### src/rtl/inst_decode_pipe_pkg.sv
// Shared types for the RV32I decode stage: the decoded record, opcode and
// immediate-format enums, the pre-decoded opcode class and funct legality constants.
package inst_decode_pipe_pkg;

    localparam int cXlen = 32;

    typedef enum logic [6:0] {
        eOpLoad   = 7'b0000011,
        eOpFence  = 7'b0001111,
        eOpImm    = 7'b0010011,
        eOpAuipc  = 7'b0010111,
        eOpStore  = 7'b0100011,
        eOpOp     = 7'b0110011,
        eOpLui    = 7'b0110111,
        eOpBranch = 7'b1100011,
        eOpJalr   = 7'b1100111,
        eOpJal    = 7'b1101111,
        eOpSystem = 7'b1110011
    } tOpcodeEnum;

    typedef enum logic [2:0] {eImmNone, eImmI, eImmS, eImmB, eImmU, eImmJ} tImmFmt;

    typedef enum logic [3:0] {
        eClsBad, eClsLui, eClsAuipc, eClsJal, eClsJalr, eClsBranch,
        eClsLoad, eClsStore, eClsOpImm, eClsOp, eClsFence, eClsSystem
    } tOpClass;

    typedef struct packed { logic [4:0] value; logic dv; } tRegField;
    typedef struct packed { logic [2:0] value; logic dv; } tF3Field;
    typedef struct packed { logic [6:0] value; logic dv; } tF7Field;
    typedef struct packed { logic [cXlen-1:0] value; logic dv; } tImmField;

    typedef struct packed {
        logic [6:0] opcode;
        tRegField   rs1;
        tRegField   rs2;
        tRegField   rd;
        tF3Field    funct3;
        tF7Field    funct7;
        tImmField   imm;
    } tDecodedInst;

    localparam logic [2:0] cF3Add  = 3'b000;
    localparam logic [2:0] cF3Sll  = 3'b001;
    localparam logic [2:0] cF3Sr   = 3'b101;
    localparam logic [6:0] cF7Zero = 7'b0000000;
    localparam logic [6:0] cF7Alt  = 7'b0100000;

    // Opcodes carry inst[1:0]=2'b11, so a bad quadrant also lands in eClsBad.
    function automatic tOpClass classify(input logic [6:0] opcode);
        case (opcode)
            eOpLui:    return eClsLui;
            eOpAuipc:  return eClsAuipc;
            eOpJal:    return eClsJal;
            eOpJalr:   return eClsJalr;
            eOpBranch: return eClsBranch;
            eOpLoad:   return eClsLoad;
            eOpStore:  return eClsStore;
            eOpImm:    return eClsOpImm;
            eOpOp:     return eClsOp;
            eOpFence:  return eClsFence;
            eOpSystem: return eClsSystem;
            default:   return eClsBad;
        endcase
    endfunction

endpackage

### src/rtl/inst_decode_pipe_imm_gen.sv
// Combinational RV32I immediate generator; every format is sign-extended from
// inst[31] to pXlen bits. Also used by the branch-target unit.
module inst_decode_pipe_imm_gen
    import inst_decode_pipe_pkg::*;
#(
    parameter int pXlen = 32
) (
    input  logic [31:7]      inst,
    input  tImmFmt           fmt,
    output logic [pXlen-1:0] imm
);

    logic [31:0] raw;

    always_comb begin
        raw = '0;
        case (fmt)
            eImmI: raw = {{20{inst[31]}}, inst[31:20]};
            eImmS: raw = {{20{inst[31]}}, inst[31:25], inst[11:7]};
            eImmB: raw = {{19{inst[31]}}, inst[31], inst[7], inst[30:25], inst[11:8], 1'b0};
            eImmU: raw = {inst[31:12], 12'b0};
            eImmJ: raw = {{11{inst[31]}}, inst[31], inst[19:12], inst[20], inst[30:21], 1'b0};
            default: raw = '0;
        endcase
    end

    assign imm = pXlen'($signed(raw));

endmodule

### src/rtl/inst_decode_pipe.sv
// RV32I decode stage with valid/ready handshake, 1 or 2 register stages,
// illegal-instruction detection and flush.
module inst_decode_pipe
    import inst_decode_pipe_pkg::*;
#(
    parameter int pStages = 2,
    parameter int pXlen   = 32
) (
    input  logic        iClk,
    input  logic        iRst,
    input  logic        iFlush,
    input  logic [31:0] iInst,
    input  logic        iValid,
    output logic        oReady,
    output tDecodedInst oDecoded,
    output logic        oIllegal,
    output logic        oValid,
    input  logic        iReady
);

    if (pStages != 1 && pStages != 2) begin : g_bad_stages
        $error("inst_decode_pipe: pStages must be 1 or 2");
    end
    if (pXlen != cXlen) begin : g_bad_xlen
        $error("inst_decode_pipe: pXlen must match the tDecodedInst immediate width");
    end

    logic        out_valid_reg;
    tDecodedInst out_dec_reg;
    logic        out_ill_reg;
    logic        out_load;

    logic        dec_valid;
    logic [31:0] dec_inst;
    tOpClass     dec_cls;

    assign out_load = !out_valid_reg || iReady;

    if (pStages == 1) begin : g_one
        assign oReady    = out_load;
        assign dec_valid = iValid;
        assign dec_inst  = iInst;
        assign dec_cls   = classify(iInst[6:0]);
    end else begin : g_two
        logic        s1_valid_reg;
        logic [31:0] s1_inst_reg;
        tOpClass     s1_cls_reg;
        logic        s1_load;

        // A full stage 1 can only reload when its word moves to the output stage.
        assign s1_load = !s1_valid_reg || out_load;

        always_ff @(posedge iClk) begin
            if (iRst) begin
                s1_valid_reg <= 1'b0;
                s1_inst_reg  <= '0;
                s1_cls_reg   <= eClsBad;
            end else if (iFlush) begin
                s1_valid_reg <= 1'b0;
            end else if (s1_load) begin
                s1_valid_reg <= iValid;
                if (iValid) begin
                    s1_inst_reg <= iInst;
                    s1_cls_reg  <= classify(iInst[6:0]);
                end
            end
        end

        assign oReady    = s1_load;
        assign dec_valid = s1_valid_reg;
        assign dec_inst  = s1_inst_reg;
        assign dec_cls   = s1_cls_reg;
    end

    logic             use_rd, use_rs1, use_rs2, use_f3, use_f7;
    logic             ill_next;
    tImmFmt           imm_fmt;
    logic [pXlen-1:0] imm_val;
    tDecodedInst      dec_next;
    logic [2:0]       f3;
    logic [6:0]       f7;

    assign f3 = dec_inst[14:12];
    assign f7 = dec_inst[31:25];

    inst_decode_pipe_imm_gen #(.pXlen(pXlen)) u_imm_gen (
        .inst (dec_inst[31:7]),
        .fmt  (imm_fmt),
        .imm  (imm_val)
    );

    always_comb begin
        use_rd   = 1'b0;
        use_rs1  = 1'b0;
        use_rs2  = 1'b0;
        use_f3   = 1'b0;
        use_f7   = 1'b0;
        imm_fmt  = eImmNone;
        ill_next = 1'b0;
        case (dec_cls)
            eClsLui, eClsAuipc: begin
                use_rd  = 1'b1;
                imm_fmt = eImmU;
            end
            eClsJal: begin
                use_rd  = 1'b1;
                imm_fmt = eImmJ;
            end
            eClsJalr: begin
                {use_rd, use_rs1, use_f3} = 3'b111;
                imm_fmt  = eImmI;
                ill_next = (f3 != cF3Add);
            end
            eClsBranch: begin
                {use_rs1, use_rs2, use_f3} = 3'b111;
                imm_fmt  = eImmB;
                ill_next = (f3 == 3'b010) || (f3 == 3'b011);
            end
            eClsLoad: begin
                {use_rd, use_rs1, use_f3} = 3'b111;
                imm_fmt  = eImmI;
                ill_next = (f3 == 3'b011) || (f3 == 3'b110) || (f3 == 3'b111);
            end
            eClsStore: begin
                {use_rs1, use_rs2, use_f3} = 3'b111;
                imm_fmt  = eImmS;
                ill_next = (f3 >= 3'b011);
            end
            eClsOpImm: begin
                {use_rd, use_rs1, use_f3} = 3'b111;
                imm_fmt = eImmI;
                // Shifts reuse imm[11:5] as funct7.
                if (f3 == cF3Sll) begin
                    use_f7   = 1'b1;
                    ill_next = (f7 != cF7Zero);
                end else if (f3 == cF3Sr) begin
                    use_f7   = 1'b1;
                    ill_next = (f7 != cF7Zero) && (f7 != cF7Alt);
                end
            end
            eClsOp: begin
                {use_rd, use_rs1, use_rs2, use_f3, use_f7} = 5'b11111;
                ill_next = ((f7 != cF7Zero) && (f7 != cF7Alt)) ||
                           ((f7 == cF7Alt) && (f3 != cF3Add) && (f3 != cF3Sr));
            end
            eClsFence, eClsSystem: ill_next = 1'b0;
            default: ill_next = 1'b1;
        endcase
    end

    always_comb begin
        dec_next        = '0;
        dec_next.opcode = dec_inst[6:0];
        if (!ill_next) begin
            if (use_rd)  dec_next.rd     = '{value: dec_inst[11:7],  dv: 1'b1};
            if (use_rs1) dec_next.rs1    = '{value: dec_inst[19:15], dv: 1'b1};
            if (use_rs2) dec_next.rs2    = '{value: dec_inst[24:20], dv: 1'b1};
            if (use_f3)  dec_next.funct3 = '{value: f3, dv: 1'b1};
            if (use_f7)  dec_next.funct7 = '{value: f7, dv: 1'b1};
            if (imm_fmt != eImmNone) dec_next.imm = '{value: cXlen'(imm_val), dv: 1'b1};
        end
    end

    always_ff @(posedge iClk) begin
        if (iRst) begin
            out_valid_reg <= 1'b0;
            out_dec_reg   <= '0;
            out_ill_reg   <= 1'b0;
        end else if (iFlush) begin
            out_valid_reg <= 1'b0;
        end else if (out_load) begin
            out_valid_reg <= dec_valid;
            if (dec_valid) begin
                out_dec_reg <= dec_next;
                out_ill_reg <= ill_next;
            end
        end
    end

    assign oValid   = out_valid_reg;
    assign oDecoded = out_dec_reg;
    assign oIllegal = out_ill_reg;

endmodule

### config.mk
export PLATFORM = sky130hd
export DESIGN_NAME = inst_decode_pipe
export DESIGN_NICKNAME = d
export VERILOG_FILES = /design/src/rtl/inst_decode_pipe_pkg.sv /design/src/rtl/inst_decode_pipe_imm_gen.sv /design/src/rtl/inst_decode_pipe.sv
export SDC_FILE = /design/constraint.sdc
export NUM_CORES = 1
export LEC_CHECK = 0
export ABC_AREA = 1
export CAP_MARGIN = 20
export CELL_PAD_IN_SITES_DETAIL_PLACEMENT = 1
export CELL_PAD_IN_SITES_GLOBAL_PLACEMENT = 1
export CORE_UTILIZATION = 38
export DETAILED_ROUTE_END_ITERATION = 8
export PLACE_DENSITY = 0.91
export SYNTH_ARGS = -nofsm -noshare
export SYNTH_HDL_FRONTEND = slang
export SYNTH_SLANG_ARGS = --single-unit
### constraint.sdc
create_clock -name iClk -period 3.4 [get_ports iClk]
set_input_delay 1.02 -clock iClk [delete_from_list [all_inputs] [get_ports iClk]]
set_output_delay 1.02 -clock iClk [all_outputs]
set_load 0.05 [all_outputs]
==> results by group <==
Run status
  • Status: finished, final reports clean

Yosys
  • Share of the synthesized area in the top cell type: around 46%
  • Most used DFF post-synth: dfxtp_1
  • Sequential area share after synthesis: roughly 46%
  • FFs w/ async S/R, synth: 0%
  • Top-count cell post-synth: nand2_1
  • Syn Nets: 684
  • Seq cells post-synth: 108
  • Number of enable flip-flop cells after synthesis: 0
  • Cell taking the most area after synthesis: dfxtp_1
  • Syn Std Cell Area: ~0.0047 mm^2
  • Avg Cell Area, Syn: 7.215 um^2
  • Synth unique cells: 25
  • Mapped Cells: between 600 and 700
  • Synth warnings: 0
  • Largest cells by area after synthesis: dfxtp_1, a21oi_1, nand2_1, nand4_1, nor2_1
  • Commonest cells in the netlist: nand2_1, dfxtp_1, a21oi_1

Floorplan
  • Total die area: about 0.013 mm^2
  • Die X: 112.8 um
  • IO Pins: between 100 and 150
  • Starting Density: ~40%
  • Die H: roughly 110 um
  • FP Rows: 40
  • Core area: 0.01201 mm^2

Timing
  • Layout Skew: 0.006943 ns
  • Setup violations, final: 0
  • Final-report max-slew violation count: 0
  • Fin Setup TNS: 0 ns
  • Slew HR: 37.02%
  • Final min period: 3.009 ns
  • Final hold violation count: 0
  • Final hold slack: about 0.44 ns
  • Setup ws final: just under 0.4 ns
  • Worst slew pin tran: 0.9375 ns
  • Unrepaired setup endpoints after global routing: no
  • Final worst-path cycle share: 88.50%
  • Max Clk Rate: 332.3 MHz

Worst setup path
  • Worst r2r dst: oDecoded[39]$_SDFFE_PP0P_
  • R2r startpoint: dec_cls[3]$_SDFFE_PP0P_
  • Crit path DAT: 1.99 ns
  • Nature of the critical path startpoint: input port
  • CP max FO: 3
  • Critical Path Sink Type: output pin
  • FF-to-FF path depth: 11
  • WP data required: 2.38 ns
  • WS Path Type: in -> out
  • R2R setup slack: 1.06 ns

Clocking
  • Clock latency on the worst-skew pair: 0.36 ns
  • Clk slew on worst S/H paths: about 0.07 ns
  • # H-tree levels: 3
  • Cts repair resizes: 0
  • Clock tree buffer depth: 2
  • CTS Buf Count: 9
  • Sink Count: 108
  • Post-CTS setup repair buffer count: 0
  • CTS root buf: clkbuf_16
  • CTS tree: built
  • CTS hold repair buffers: 0

Layout
  • Share of post-route cells with drive strength above 1: 5.578%
  • Fin area: 0.006173 mm^2
  • NumNets Final: between 700 and 800
  • Synth-to-layout area growth: 32.24%
  • Diodes inserted: 0
  • Fill cells: 1511
  • Final core utilization: 51.40%
  • Multi-input logic area: 0.002092 mm^2
  • Register area: 0.002162 mm^2

Worst hold path
  • Hold path depth: 2
  • Worst hold path class: reg -> reg
  • Worst Hold Launch: oDecoded[38]$_SDFFE_PP0P_
  • Hold path endpoint: oDecoded[38]$_SDFFE_PP0P_

Power and ir drop
  • Pwr dens: 455.7 mW/mm^2
  • Leak pwr: 2.249 nW
  • Maximum VDD drop: 0.3613 mV

Route
  • DR WL/cell: between 15 and 20 um
  • Drc violations: 0
  • First-pass DRT Iterations: 4
  • DR vias: 4951
  • Vias/cell: 5.613
  • Remaining antenna violation count: 0
  • DRT iter0 DRCs: between 300 and 400
  • Routed wire length: roughly 16000 um

Place
  • Port buffer count: 109
  • Gpl congestion: between 0.8 and 0.9
  • Detailed placement HPWL: 11170 um
  • Pre-CTS WS: approximately 0.35 ns
  • Placed cell areas: ~0.0058 mm^2

Global routing
  • Tot GR Track Use: 25.46%
  • Initial antenna violation count: 0
  • Congestion Overflow GR: 0
  • Vias in the first global route: about 5000
  • Largest net degree at the start of global routing: 66
  • First-pass GRT wire length: 25340 um

Job
  • Max-cap violations: 0
layout by cell type, fill, tap and decap left out, types with 2 or more instances in the layout:
master,count
a21oi_1,90
a31oi_1,2
buf_12,2
buf_4,10
bufinv_16,2
clkbuf_16,9
clkdlybuf4s50_1,107
clkinv_2,2
dfxtp_1,108
inv_1,46
inv_2,4
nand2_1,117
nand3_1,19
nand4_1,61
nor2_1,70
nor2_2,3
nor3_1,9
o211ai_1,9
o21ai_0,51
kinds of logic (layout without fill, tap and decap cells):
kind of cell | count (synthesis) | after routing | share of synthesized area, %
flip-flops | 108 | 108 | 46.31
buffers and inverters | 100 | 188 | 9.086
AO/OA/AOI/OAI | 155 | 155 | 17.34
AND/OR/NAND/NOR | 284 | 284 | 27.26
registers in the layout, summed over array words and instances, names as in the netlist:
name,flops
dec_cls,4
oIllegal,1
oValid,1
dec_valid,1
oDecoded,69
dec_inst,32
critical path, cell delays in order:
cell and delay [ns]:
clkdlybuf4s50_1 0.40, nor2_1 0.21, nand2_1 0.14, buf_4 0.21
report_power, final:
part / internal [mW] / switching [mW] / total [mW]
logic: 0.106 / 0.220 / 0.326
clock network: 0.666 / 0.497 / 1.16
registers: 1.30 / 0.0259 / 1.32
worst max-delay path by stage:
stage | startpoint | end | cells after the start
2_1_floorplan | iReady | oReady | 2
3_3_place_gp | iReady | oReady | 4
3_5_place_dp | iReady | dec_inst[5]$_SDFFE_PP0P_ | 7
4_1_cts | iReady | oReady | 4
5_1_grt | iReady | oReady | 4
6_report | iReady | oReady | 4
routing by layer:
layer  GRT usage (%)  up-vias  wire length (um)
met5               0        -                 0
met1           30.05     2395              6502
li1                -     2351                 -
met2           43.99      165              7914
met3           6.267       40               970
met4           10.93        0               483
metrics by stage:
step	instances	total power [mW]
2_1_floorplan	647	1.554
3_3_place_gp	865	1.654
3_5_place_dp	865	1.671
4_1_cts	881	2.815
5_1_grt	882	2.899
6_report	882	2.813
cell type report:
| cell class | count | area share, % |
|---|---|---|
| clock inverter | 6 | 1.398 |
| inverter | 51 | 3.101 |
| sequential | 108 | 35.02 |
| tap | 147 | 2.979 |
| clock buffer | 10 | 3.871 |
| multi-input combinational | 439 | 33.89 |
| timing repair buffer | 121 | 19.74 |
Power figures use the tool's default switching activity.
